### src/rtl/cpu_sequencer_if.sv
// Host/datapath bundle for cpu_sequencer.
//
// The master modport is the host/test side plus the datapath carry feedback.
// The slave modport is the sequencer itself.
//   start, abort                  run control from the host
//   prog_we, prog_addr, prog_wdata program-store write port
//   carry_in                      datapath ALU carry_out, same cycle
//   alu_sel, mux_sel, load        datapath control lines
//   busy, done, fault             run status
//   pc_out                        current program counter, for observation
interface cpu_sequencer_if #(
    parameter int unsigned ADDR_W = 3
);
    logic              start;
    logic              abort;
    logic              prog_we;
    logic [ADDR_W-1:0] prog_addr;
    logic [7:0]        prog_wdata;
    logic              carry_in;
    logic [1:0]        alu_sel;
    logic              mux_sel;
    logic              load;
    logic              busy;
    logic              done;
    logic              fault;
    logic [ADDR_W-1:0] pc_out;

    modport master (
        output start,
        output abort,
        output prog_we,
        output prog_addr,
        output prog_wdata,
        output carry_in,
        input  alu_sel,
        input  mux_sel,
        input  load,
        input  busy,
        input  done,
        input  fault,
        input  pc_out
    );

    modport slave (
        input  start,
        input  abort,
        input  prog_we,
        input  prog_addr,
        input  prog_wdata,
        input  carry_in,
        output alu_sel,
        output mux_sel,
        output load,
        output busy,
        output done,
        output fault,
        output pc_out
    );
endinterface

### src/rtl/cpu_sequencer.sv
// Programmable micro-sequencer for the 4-bit register/mux/ALU datapath.
//
// A host loads up to 2**ADDR_W instruction words, pulses start, and the
// sequencer executes one instruction per cycle until HALT (-> done), abort
// (-> idle) or the step watchdog expires (-> fault).
//
// Ports:
//   clk   system clock, rising edge
//   rstn  asynchronous active-low reset; also clears the program store
//   bus   cpu_sequencer_if.slave: host handshake, program write port,
//         carry feedback, datapath controls, status and pc observation
//
// Instruction word, bits[7:6] = opcode:
//   00 EXEC  bits[3:2] alu_sel, bit[1] mux_sel, bit[0] load
//   01 JMP   bits[ADDR_W-1:0] target
//   10 JC    jump to target when the carry flag is set
//   11 HALT
// MAX_STEPS must lie in 1 .. 2**STEP_W.
module cpu_sequencer #(
    parameter int unsigned ADDR_W    = 3,
    parameter int unsigned STEP_W    = 8,
    parameter int unsigned MAX_STEPS = 64
) (
    input logic            clk,
    input logic            rstn,
    cpu_sequencer_if.slave bus
);

    localparam int unsigned       Depth     = 2 ** ADDR_W;
    localparam logic [STEP_W-1:0] StepLimit = STEP_W'(MAX_STEPS - 1);

    localparam logic [1:0] OpExec = 2'b00;
    localparam logic [1:0] OpJmp  = 2'b01;
    localparam logic [1:0] OpJc   = 2'b10;
    localparam logic [1:0] OpHalt = 2'b11;

    typedef enum logic [1:0] {
        StIdle,
        StRun,
        StDone,
        StFault
    } state_e;

    state_e            state_q, state_d;
    logic [ADDR_W-1:0] pc_q, pc_d;
    logic [STEP_W-1:0] step_q, step_d;
    logic              carry_q, carry_d;
    logic [7:0]        mem_q [Depth];

    logic [7:0]        instr;
    logic [1:0]        opcode;
    logic [ADDR_W-1:0] target;
    logic [ADDR_W-1:0] pc_inc;
    logic              mem_we;
    logic              executing;

    // Bits [5:4] of every word are don't-care.
    logic              unused_instr_bits;

    // Combinational fetch/decode at the current pc.
    assign instr             = mem_q[pc_q];
    assign opcode            = instr[7:6];
    assign target            = instr[ADDR_W-1:0];
    assign pc_inc            = pc_q + ADDR_W'(1);
    assign unused_instr_bits = ^instr[5:4];

    // The store is locked while a program is running.
    assign mem_we = bus.prog_we && (state_q != StRun);

    // An instruction takes effect only in RUN without abort.
    assign executing = (state_q == StRun) && !bus.abort;

    // Datapath controls: only EXEC drives them, and only while executing.
    always_comb begin
        bus.alu_sel = 2'b00;
        bus.mux_sel = 1'b0;
        bus.load    = 1'b0;
        if (executing && (opcode == OpExec)) begin
            bus.alu_sel = instr[3:2];
            bus.mux_sel = instr[1];
            bus.load    = instr[0];
        end
    end

    // Next-state logic.
    always_comb begin
        state_d = state_q;
        pc_d    = pc_q;
        step_d  = step_q;
        carry_d = carry_q;

        unique case (state_q)
            StRun: begin
                // Abort freezes pc, flag and step count; only the state moves.
                if (bus.abort) begin
                    state_d = StIdle;
                end else begin
                    step_d = step_q + STEP_W'(1);
                    unique case (opcode)
                        OpExec: begin
                            pc_d = pc_inc;
                            // Flag tracks carry only when the ALU result is loaded.
                            if (instr[1] && instr[0]) begin
                                carry_d = bus.carry_in;
                            end
                        end
                        OpJmp: begin
                            pc_d = target;
                        end
                        OpJc: begin
                            pc_d = carry_q ? target : pc_inc;
                        end
                        OpHalt: begin
                            state_d = StDone;
                        end
                        default: ;
                    endcase
                    // Watchdog: the final instruction still executes above, but
                    // the run ends here unless it was HALT.
                    if ((opcode != OpHalt) && (step_q == StepLimit)) begin
                        state_d = StFault;
                    end
                end
            end
            StIdle, StDone, StFault: begin
                // A write in the same cycle wins over start.
                if (bus.start && !bus.prog_we) begin
                    state_d = StRun;
                    pc_d    = '0;
                    step_d  = '0;
                    carry_d = 1'b0;
                end
            end
            default: begin
                state_d = StIdle;
            end
        endcase
    end

    always_ff @(posedge clk or negedge rstn) begin
        if (!rstn) begin
            state_q <= StIdle;
            pc_q    <= '0;
            step_q  <= '0;
            carry_q <= 1'b0;
            mem_q   <= '{default: 8'h00};
        end else begin
            state_q <= state_d;
            pc_q    <= pc_d;
            step_q  <= step_d;
            carry_q <= carry_d;
            if (mem_we) begin
                mem_q[bus.prog_addr] <= bus.prog_wdata;
            end
        end
    end

    // Status lines decode straight from the state register.
    assign bus.busy   = (state_q == StRun);
    assign bus.done   = (state_q == StDone);
    assign bus.fault  = (state_q == StFault);
    assign bus.pc_out = pc_q;

endmodule
### src/flat_wrapper.sv
// flat-port wrapper written by rule: the top's interface ports become plain ports
module cpu_sequencer_flat 
#(
    parameter int unsigned ADDR_W    = 3,
    parameter int unsigned STEP_W    = 8,
    parameter int unsigned MAX_STEPS = 64
)
  (clk, rstn, bus_start, bus_abort, bus_prog_we, bus_prog_addr, bus_prog_wdata, bus_carry_in, bus_alu_sel, bus_mux_sel, bus_load, bus_busy, bus_done, bus_fault, bus_pc_out);
  cpu_sequencer_if #(.ADDR_W(ADDR_W)) bus_i ();
  input logic clk;
  input logic rstn;
  input wire logic [$bits(bus_i.start)-1:0] bus_start;
  input wire logic [$bits(bus_i.abort)-1:0] bus_abort;
  input wire logic [$bits(bus_i.prog_we)-1:0] bus_prog_we;
  input wire logic [$bits(bus_i.prog_addr)-1:0] bus_prog_addr;
  input wire logic [$bits(bus_i.prog_wdata)-1:0] bus_prog_wdata;
  input wire logic [$bits(bus_i.carry_in)-1:0] bus_carry_in;
  output wire logic [$bits(bus_i.alu_sel)-1:0] bus_alu_sel;
  output wire logic [$bits(bus_i.mux_sel)-1:0] bus_mux_sel;
  output wire logic [$bits(bus_i.load)-1:0] bus_load;
  output wire logic [$bits(bus_i.busy)-1:0] bus_busy;
  output wire logic [$bits(bus_i.done)-1:0] bus_done;
  output wire logic [$bits(bus_i.fault)-1:0] bus_fault;
  output wire logic [$bits(bus_i.pc_out)-1:0] bus_pc_out;
  assign bus_i.start = bus_start;
  assign bus_i.abort = bus_abort;
  assign bus_i.prog_we = bus_prog_we;
  assign bus_i.prog_addr = bus_prog_addr;
  assign bus_i.prog_wdata = bus_prog_wdata;
  assign bus_i.carry_in = bus_carry_in;
  assign bus_alu_sel = bus_i.alu_sel;
  assign bus_mux_sel = bus_i.mux_sel;
  assign bus_load = bus_i.load;
  assign bus_busy = bus_i.busy;
  assign bus_done = bus_i.done;
  assign bus_fault = bus_i.fault;
  assign bus_pc_out = bus_i.pc_out;
  cpu_sequencer #(.ADDR_W(ADDR_W), .STEP_W(STEP_W), .MAX_STEPS(MAX_STEPS)) u_core (.clk(clk), .rstn(rstn), .bus(bus_i));
endmodule
### config.mk
export PLATFORM = sky130hd
export DESIGN_NAME = cpu_sequencer_flat
export DESIGN_NICKNAME = d
export VERILOG_FILES = /design/src/rtl/cpu_sequencer_if.sv /design/src/rtl/cpu_sequencer.sv /design/src/flat_wrapper.sv
export SDC_FILE = /design/constraint.sdc
export NUM_CORES = 1
export LEC_CHECK = 0
export ABC_CLOCK_PERIOD_IN_PS = 2300
export CORE_UTILIZATION = 45
export CTS_BUF_LIST = sky130_fd_sc_hd__clkbuf_8 sky130_fd_sc_hd__clkbuf_16
export CTS_CLUSTER_DIAMETER = 50
export DETAILED_ROUTE_END_ITERATION = 6
export GPL_TIMING_DRIVEN = 0
export PLACE_DENSITY_LB_ADDON = 0.25
export SLEW_MARGIN = 5
export SYNTH_ARGS = -nofsm -noshare
export SYNTH_HDL_FRONTEND = slang
export SYNTH_SLANG_ARGS = --single-unit
### constraint.sdc
create_clock -name clk -period 2.3 [get_ports clk]
set_input_delay 0.46 -clock clk [delete_from_list [all_inputs] [get_ports clk]]
set_output_delay 0.46 -clock clk [all_outputs]
set_load 0.05 [all_outputs]
==> flow_summary.yaml, run 1 <==
global_routing:
  grt_max_degree: 63
  grt_pass1_wl_um: 10800
  grt_pass1_vias: 2099
  grt_use_total_pct: 20.1
  antenna_found_initial: 0
  grt_overflow_total: 0
die:
  dieArea_mm2: 0.00740
  die_w_um: 86.0
  die_h_um: 86.0
  num_rows: 30
  core_area_mm2: 0.00679
  initial_core_util_pct: 46.7
  ios: 27
layout:
  ff_latch_area_mm2: 0.00155
  final_nets: 299
  final_cells: 377
  antenna_cells: 0
  fill_cells: 543
  fin_area_mm2: 0.00396
  layout-drive-gt1-share_pct: 43.4
  area.growth.synth_to_final_pct: 24.8
  multi_input_area_mm2: 0.00168
timing:
  drv_slew: 0
  slew_headroom_pct: 31.3
  tightest_slew_ns: 1.02
  post-route-period-util_pct: 116
  fmax_mhz: 374
  rsz0062_at_grt: "true"
  clock_skew_ns: 0.00899
  layout_setup_ws_ns: -0.377
  min_period_ns: 2.68
  final-setup-viol-count: 8
  hold_viol: 0
worst_setup_path:
  path_delay_family: "multiplexers"
  path_buf_inv: 2
  cp.required_ns: 1.84
  worstSetupPathType: "reg -> out"
  cp.arrival_ns: 2.22
  cpPeakStageDelay_ns: 0.52
  cp-end-kind: "output port"
  cp_cell_sequence: "buf_12, mux4_2, nand2_2, and2_4, ha_4, nand2_8, a21oi_4, buf_6"
  crit_fanout: 7
  r2r_slack_ns: -0.17
  start_kind: "flop"
  cp_slowest_cell: "mux4_2"
logic_synthesis:
  synth_common_cells: "dfrtp_1, mux2_2, nand2_1, nor2_1, inv_1"
  synth_area_mm2: 0.00318
  yosysWarnings: 0
  syn-num-nets: 256
  synth_edf_count: 0
  synth-async-reset-ratio_pct: 100
  synthCells: 233
  synth.area.top_cells: "dfrtp_1, mux2_2, mux4_2"
  ys_ff_latch: 62
  syn_area_per_cell_um2: 13.6
  synth_flop_cell: "dfrtp_1"
  synth_top_cell_by_area: "dfrtp_1"
  yosysTopAreaCellShare_pct: 48.9
  yosysUniqueCellTypes: 47
  synth_most_common_cell: "dfrtp_1"
  yosysSeqAreaShare_pct: 48.9
power_and_ir_drop:
  ir_worst_vdd_mv: 0.574
  powerDensity_mw_per_mm2: 1330
  p_leak_nw: 1.72
outcome:
  status: "finished with violations"
  violations: "negative setup slack"
routing:
  wl_per_cell_um: 18.0
  vias_per_cell: 5.34
  drtAntennaViolNets: 0
  drt_wl_total_um: 6790
  dr_total_vias: 2013
  first_pass_iters: 4
  drt_iter0_markers: 88
  drc: 0
placement:
  place_hpwl_um: 4320
  pre_cts_slack_ns: -0.848
  portBuffers: 22
  place_congestion: 0.753
  place_area_mm2: 0.00359
  place_inst: 351
clock_network:
  cts_sinks: 62
  cts_buffer_depth: 2
  h-tree-depth: 3
  clock_latency_ns: 0.34
  clk_pin_slew_worst_paths_ns: 0.07
  cts-root-buf: "clkbuf_8"
  postCtsHoldBufs: 0
  numCtsBuffers: 9
  cts_tree: "yes"
min_path:
  hp-class: "in -> async"
job:
  maxCapViolCount: 0
-- state kept, by name (all words and copies together) (netlist names) --
signal             count
u_core.carry_q         1
u_core.step_q          8
u_core.bus.pc_out      3
u_core.state_q         2
u_core.mem_q          48
-- layout by cell type (no fill, tap or decap), drive strengths merged, types with 2 or more instances in the layout --
cell type and count:
buf 23, inv 13, nand3b 3, and2 3, o21ai 6, nand2b 2
nand2 17, clkdlybuf4s50 15, mux4 12, a21oi 8, nor2 12, mux2i 6
nor3b 3, nand3 7, ha 6, clkbuf 10, mux2 48, dfrtp 62
clkinv 2
-- routing by layer --
metal / track usage [%] / vias up / share of wire, %
met4: 9.85 / 0 / 2.0
met1: 26.2 / 1031 / 45
met3: 3.75 / 11 / 2.3
met2: 32.3 / 28 / 51
met5: 0 / - / 0
li1: - / 943 / -
-- power breakdown --
part	leakage, nW	internal (W)	switching, W
Combinational	0.855	0.00134	0.00121
Sequential	0.765	0.00157	0.000264
Clock	0.103	0.000485	0.000419
-- path summary, 6_finish.rpt --
check,startpoint,to,cells after the start
max in group asynchronous,rstn,u_core.bus.pc_out[0],1
worst max register to register,u_core.bus.pc_out[0],u_core.bus.pc_out[2],11
worst max-delay path,u_core.bus.pc_out[0],bus_alu_sel[1],8
worst min-delay path,rstn,u_core.state_q[1],1
worst min register to register,u_core.step_q[7],u_core.step_q[7],1
min in group clk,u_core.step_q[7],u_core.step_q[7],1
-- repair_timing --
action                                  4_1_cts  5_1_grt
hold endpoints to repair                      0        0
pin swaps                                     7        4
endpoints found under the setup margin        9        9
setup buffers                                 8        3
resized for setup                            43        9
-- per-stage QoR --
stage / total power (W) / hold slack [ns] / util (%) / TNS (ns)
finish: 0.00529 / 0.190 / 58.3 / -1.83
global route: 0.00559 / 0.270 / 58.3 / -2.76
CTS: 0.00517 / 0.229 / 57.6 / -2.24
detailed placement: 0.00395 / 0.465 / 52.9 / -4.44
global placement: 0.00387 / 0.464 / 52.9 / -87.67
floorplan: 0.00346 / 0.164 / - / -1.60
-- worst register-to-register path, stage by stage (launching register included) --
cell and delay (ns):
dfrtp_2 0.41, buf_12 0.14, mux4_2 0.52, nand2_2 0.07, and2_4 0.16, buf_4 0.13
inv_2 0.05, ha_4 0.17, a21bo_4 0.19, a21oi_4 0.07, a2111oi_4 0.31, o21ai_1 0.12
-- layout make-up --
type,instances,area share (%)
Buffer,8,1.89
Clock inverter,7,1.48
Sequential cell,62,39.2
Tap cell,96,3.03
Multi-Input combinational cell,152,42.3
Inverter,10,0.947
Timing Repair Buffer,33,8.02
Clock buffer,9,3.13
-- logic make-up after synthesis --
logic type | Yosys count | share of synthesized area (%)
and+or+nand+nor | 54 | 12.1
adders and majority gates | 6 | 2.36
buffers and inverters | 19 | 3.43
DFF | 62 | 48.9
AOI/OAI and AO/OA | 26 | 5.40
muxes | 66 | 27.9
Power figures use the tool's default switching activity.
==> inputs of run 2 (changes only) <==
--- a/config.mk
+++ b/config.mk
@@ -12,6 +12,7 @@
 export DETAILED_ROUTE_END_ITERATION = 6
 export GPL_TIMING_DRIVEN = 0
 export PLACE_DENSITY_LB_ADDON = 0.25
+export SKIP_LAST_GASP = 1
 export SLEW_MARGIN = 5
 export SYNTH_ARGS = -nofsm -noshare
 export SYNTH_HDL_FRONTEND = slang
==> run 2 against run 1 <==
Die area is the same. Cell count did not move. Fmax barely moved. The flow still finishes with violations (negative setup slack). Clock skew shrank 0.0024 ns. Setup slack better by 0.0015 ns. Combinational power fell by 2%. Core utilization decreased by 0.092 points.
==> flow_summary.yaml, run 2 (same netlist as run 1, synthesis figures left out) <==
layout:
  regMostFlops: "u_core.mem_q"
  final_nets: 299
  antenna_cells: 0
  area.growth.synth_to_final_pct: 24.6
  final_common_cell: "dfrtp_1"
  largest_reg_flops: 48
  layout-drive-gt1-share_pct: 43.4
  fin_area_mm2: 0.00396
  mostFrequentLayoutCells: "dfrtp_1, mux2_2, clkdlybuf4s50_1"
worst_setup_path:
  cp.required_ns: 1.84
  cp_slowest_cell: "mux4_2"
  cp_cell_sequence: "buf_12, mux4_2, nand2_2, and2_4, ha_4, nand2_8, a21oi_4, buf_6"
  cp-end-kind: "output port"
  r2r_start: "u_core.bus.pc_out[0]"
  worst_r2r_endpoint: "u_core.bus.pc_out[2]"
  path_buf_inv: 2
  cp.arrival_ns: 2.22
  worstSetupPathType: "reg -> out"
  cpPeakStageDelay_ns: 0.52
  r2r_slack_ns: -0.20
  start_kind: "flop"
  path_delay_family: "multiplexers"
  crit_fanout: 7
  cp_num_cells: 8
  r2r_cells: 11
clock_network:
  cts_buffer_depth: 2
  cts_tree: "yes"
  clock_latency_ns: 0.34
  clk_pin_slew_worst_paths_ns: 0.07
  h-tree-depth: 3
  numCtsBuffers: 9
  cts-root-buf: "clkbuf_8"
  cts_sinks: 62
die:
  initial_core_util_pct: 46.7
  num_rows: 30
  ios: 27
  die_h_um: 86.0
  die_w_um: 86.0
  core_area_mm2: 0.00679
  dieArea_mm2: 0.00740
min_path:
  hp-class: "in -> async"
power_and_ir_drop:
  finalPower_w: 0.00524
  powerDensity_mw_per_mm2: 1330
  p_leak_nw: 1.72
  ir_worst_vdd_mv: 0.577
placement:
  place_area_mm2: 0.00359
  pre_cts_slack_ns: -0.848
  place_congestion: 0.753
  place_hpwl_um: 4320
  portBuffers: 22
timing:
  hold_viol: 0
  rsz0062_at_grt: "true"
  fin_setup_tns_ns: -1.84
  clock_skew_ns: 0.00658
  final-setup-viol-count: 8
  post-route-period-util_pct: 116
  layout_setup_ws_ns: -0.376
  min_period_ns: 2.68
  fmax_mhz: 374
  tightest_slew_ns: 1.01
  drv_slew: 0
  slew_headroom_pct: 32.0
routing:
  drtAntennaViolNets: 0
  wl_per_cell_um: 17.9
  drt_iter0_markers: 81
  dr_total_vias: 2012
  drt_wl_total_um: 6730
  vias_per_cell: 5.34
  first_pass_iters: 3
  drc: 0
global_routing:
  antenna_found_initial: 0
  grt_overflow_total: 0
  grt_pass1_wl_um: 10800
  grt_use_total_pct: 20.0
  grt_pass1_vias: 2097
  grt_max_degree: 63
outcome:
  status: "finished with violations"
  violations: "negative setup slack"
job:
  maxCapViolCount: 0
run 2: routing by layer:
metal  global-route usage [%]  up-vias  part of all wire [%]
li1                         -      942                     -
met1                     26.1     1031                    45
met2                     32.1       29                    51
met3                     3.75       10                   2.3
met4                     9.85        0                   1.7
met5                        0        -                     0
run 2: how the worst max path moves through the flow:
stage	slack [ns]	startpoint	endpoint
finish	-0.38	u_core.bus.pc_out[0]	bus_alu_sel[1]
global route	-0.49	u_core.bus.pc_out[0]	bus_alu_sel[1]
CTS	-0.46	u_core.bus.pc_out[0]	bus_alu_sel[1]
detailed placement	-0.85	u_core.bus.pc_out[0]	bus_alu_sel[1]
global placement	-1.58	rstn	u_core.bus.pc_out[0]
floorplan	-0.27	u_core.bus.pc_out[0]	bus_alu_sel[1]
run 2: what timing repair did:
item	4_1_cts	5_1_grt
gates cloned	0	0
pin swaps	7	4
setup endpoints to repair	9	9
buffers inserted	8	3
hold buffers	0	0
resized for setup	42	9
run 2: cell type report:
type | instances | area, um^2
timing repair buffer | 33 | 318
tap | 96 | 120
fill | 546 | 2840
buffer | 8 | 75.1
clock buffer | 9 | 124
clock inverter | 7 | 58.8
inverter | 10 | 37.5
sequential | 62 | 1550
multi-input combinational | 152 | 1670
run 2: per-stage QoR:
stage	cells	util, %	hold slack [ns]
2_1_floorplan	233	-	0.164
3_3_place_gp	351	52.9	0.464
3_5_place_dp	351	52.9	0.465
4_1_cts	375	57.5	0.229
5_1_grt	377	58.2	0.270
6_report	377	58.2	0.195
run 2: power breakdown:
part / internal (W) / switching, W
clock: 0.000485 / 0.000416
sequential: 0.00157 / 0.000263
combinational: 0.00132 / 0.00119
==> inputs of run 3 (changes only) <==
--- a/config.mk
+++ b/config.mk
@@ -10,7 +10,6 @@
 export CTS_BUF_LIST = sky130_fd_sc_hd__clkbuf_8 sky130_fd_sc_hd__clkbuf_16
 export CTS_CLUSTER_DIAMETER = 50
 export DETAILED_ROUTE_END_ITERATION = 6
-export GPL_TIMING_DRIVEN = 0
 export PLACE_DENSITY_LB_ADDON = 0.25
 export SKIP_LAST_GASP = 1
 export SLEW_MARGIN = 5
==> run 3 against run 2 <==
The flow still finishes with violations (negative setup slack). Register-to-register slack about the same. Core utilization increased by 1.5 points. Worst hold slack got worse by 0.068 ns. Clock-buffer cell count increased by 1. First-iteration DRC count decreased by 35%. Setup slack improved by 0.079 ns. Critical path depth decreased by 1. Final area increased by 2.7%. Sequential share of layout area decreased by 1.0 points. Global-route usage increased by 0.15 points. Total power increased by 1.4%. Critical endpoint unchanged.
==> flow_summary.yaml, run 3 (same netlist as run 1, synthesis figures left out) <==
outcome:
  status: "finished with violations"
  violations: "negative setup slack"
timing:
  clock_skew_ns: 0.0100
  post-route-period-util_pct: 113
  hold_viol: 0
  drv_slew: 0
  final-setup-viol-count: 7
  fmax_mhz: 385
  slew_headroom_pct: 42.9
  rsz0062_at_grt: "true"
  tightest_slew_ns: 0.853
  min_period_ns: 2.60
  layout_setup_ws_ns: -0.297
die:
  initial_core_util_pct: 46.7
  die_w_um: 86.0
  num_rows: 30
  die_h_um: 86.0
  ios: 27
  core_area_mm2: 0.00679
  dieArea_mm2: 0.00740
worst_setup_path:
  cp.arrival_ns: 2.14
  cp_cell_sequence: "mux4_2, nand2_1, and2_4, ha_4, nand2_8, a21oi_4, buf_12"
  crit_end: "bus_alu_sel[1]"
  crit_fanout: 6
  cp_slowest_cell: "mux4_2"
  start_kind: "flop"
  cp.required_ns: 1.84
  crit_start: "u_core.bus.pc_out[0]"
  r2r_cells: 11
  cp-end-kind: "output port"
  path_buf_inv: 1
  path_delay_family: "multiplexers"
  r2r_start: "u_core.bus.pc_out[0]"
  cp_num_cells: 7
  cpPeakStageDelay_ns: 0.53
  worst_r2r_endpoint: "u_core.bus.pc_out[2]"
  r2r_slack_ns: -0.21
  worstSetupPathType: "reg -> out"
placement:
  pre_cts_slack_ns: -0.0248
  place_congestion: 0.772
  portBuffers: 24
  place_hpwl_um: 4530
layout:
  fill_cells: 536
  fin_util_pct: 59.8
  area.growth.synth_to_final_pct: 27.9
  antenna_cells: 0
  largest_reg_flops: 48
  mostFrequentLayoutCells: "dfrtp_1, mux2_2, buf_4"
  final_common_cell: "dfrtp_1"
  final_nets: 312
  layout-drive-gt1-share_pct: 47.4
  regMostFlops: "u_core.mem_q"
power_and_ir_drop:
  powerDensity_mw_per_mm2: 1310
  ir_worst_vdd_mv: 0.690
  p_leak_nw: 1.76
clock_network:
  cts_tree: "yes"
  cts-root-buf: "clkbuf_8"
  h-tree-depth: 3
  clock_latency_ns: 0.34
  numCtsBuffers: 9
  cts_buffer_depth: 2
  cts_sinks: 62
  clk_pin_slew_worst_paths_ns: 0.07
  postCtsHoldBufs: 0
routing:
  vias_per_cell: 5.26
  wl_per_cell_um: 16.8
  dr_total_vias: 2045
  drt_wl_total_um: 6520
  first_pass_iters: 4
  drc: 0
  drtAntennaViolNets: 0
  drt_iter0_markers: 53
global_routing:
  grt_pass1_vias: 2143
  antenna_found_initial: 0
  grt_max_degree: 39
  grt_use_total_pct: 20.2
  grt_overflow_total: 0
  grt_pass1_wl_um: 11000
job:
  maxCapViolCount: 0
min_path:
  hp-class: "in -> async"
==> run 3: final cells by class <==
class | count | area (um^2) | area share (%)
Multi-Input combinational cell | 152 | 1670 | 41.1
Sequential cell | 62 | 1550 | 38.2
Timing Repair Buffer | 54 | 518 | 12.8
Clock buffer | 10 | 138 | 3.39
Tap cell | 96 | 120 | 2.96
Inverter | 10 | 37.5 | 0.924
Clock inverter | 5 | 27.5 | 0.678
==> run 3: per-layer routing <==
metal | wire length (um) | vias up | GRT usage, %
met5 | 0 | - | 0
met3 | 343 | 12 | 6.06
met1 | 2810 | 1015 | 24.6
met2 | 3230 | 54 | 34.1
met4 | 136 | 0 | 6.97
li1 | - | 964 | -
==> run 3: where the power goes <==
part           switching, W  total (W)  internal (W)  leakage [nW]
Sequential         0.000289    0.00186       0.00157         0.765
Clock              0.000400   0.000805      0.000406        0.0931
Combinational       0.00119    0.00264       0.00146         0.906
==> run 3: timing repair <==
| item | CTS | global route |
|---|---|---|
| buffers inserted | 7 | 3 |
| resized for setup | 12 | 11 |
| gates cloned | 0 | 0 |
| endpoints found under the setup margin | 8 | 9 |
| pin swaps | 11 | 7 |
==> run 3: how the worst min path moves through the flow <==
stage	from	end	cells past startpoint
CTS	rstn	u_core.mem_q[56]	1
finish	rstn	u_core.step_q[5]	1
floorplan	rstn	u_core.bus.pc_out[0]	0
global route	rstn	u_core.step_q[5]	1
global placement	u_core.step_q[7]	u_core.step_q[7]	1
detailed placement	u_core.step_q[7]	u_core.step_q[7]	1
==> run 3: metrics by stage <==
stage               instances  hold slack [ns]  area (um^2)  setup TNS, ns  total power (W)
floorplan                 233            0.164         3250          -1.60          0.00346
global placement          365            0.468         3740        -0.0161          0.00400
detailed placement        365            0.470         3740        -0.0332          0.00408
CTS                       387            0.137         4010          -1.59          0.00514
global route              389            0.153         4060          -2.37          0.00564
finish                    389            0.127         4060          -1.60          0.00531
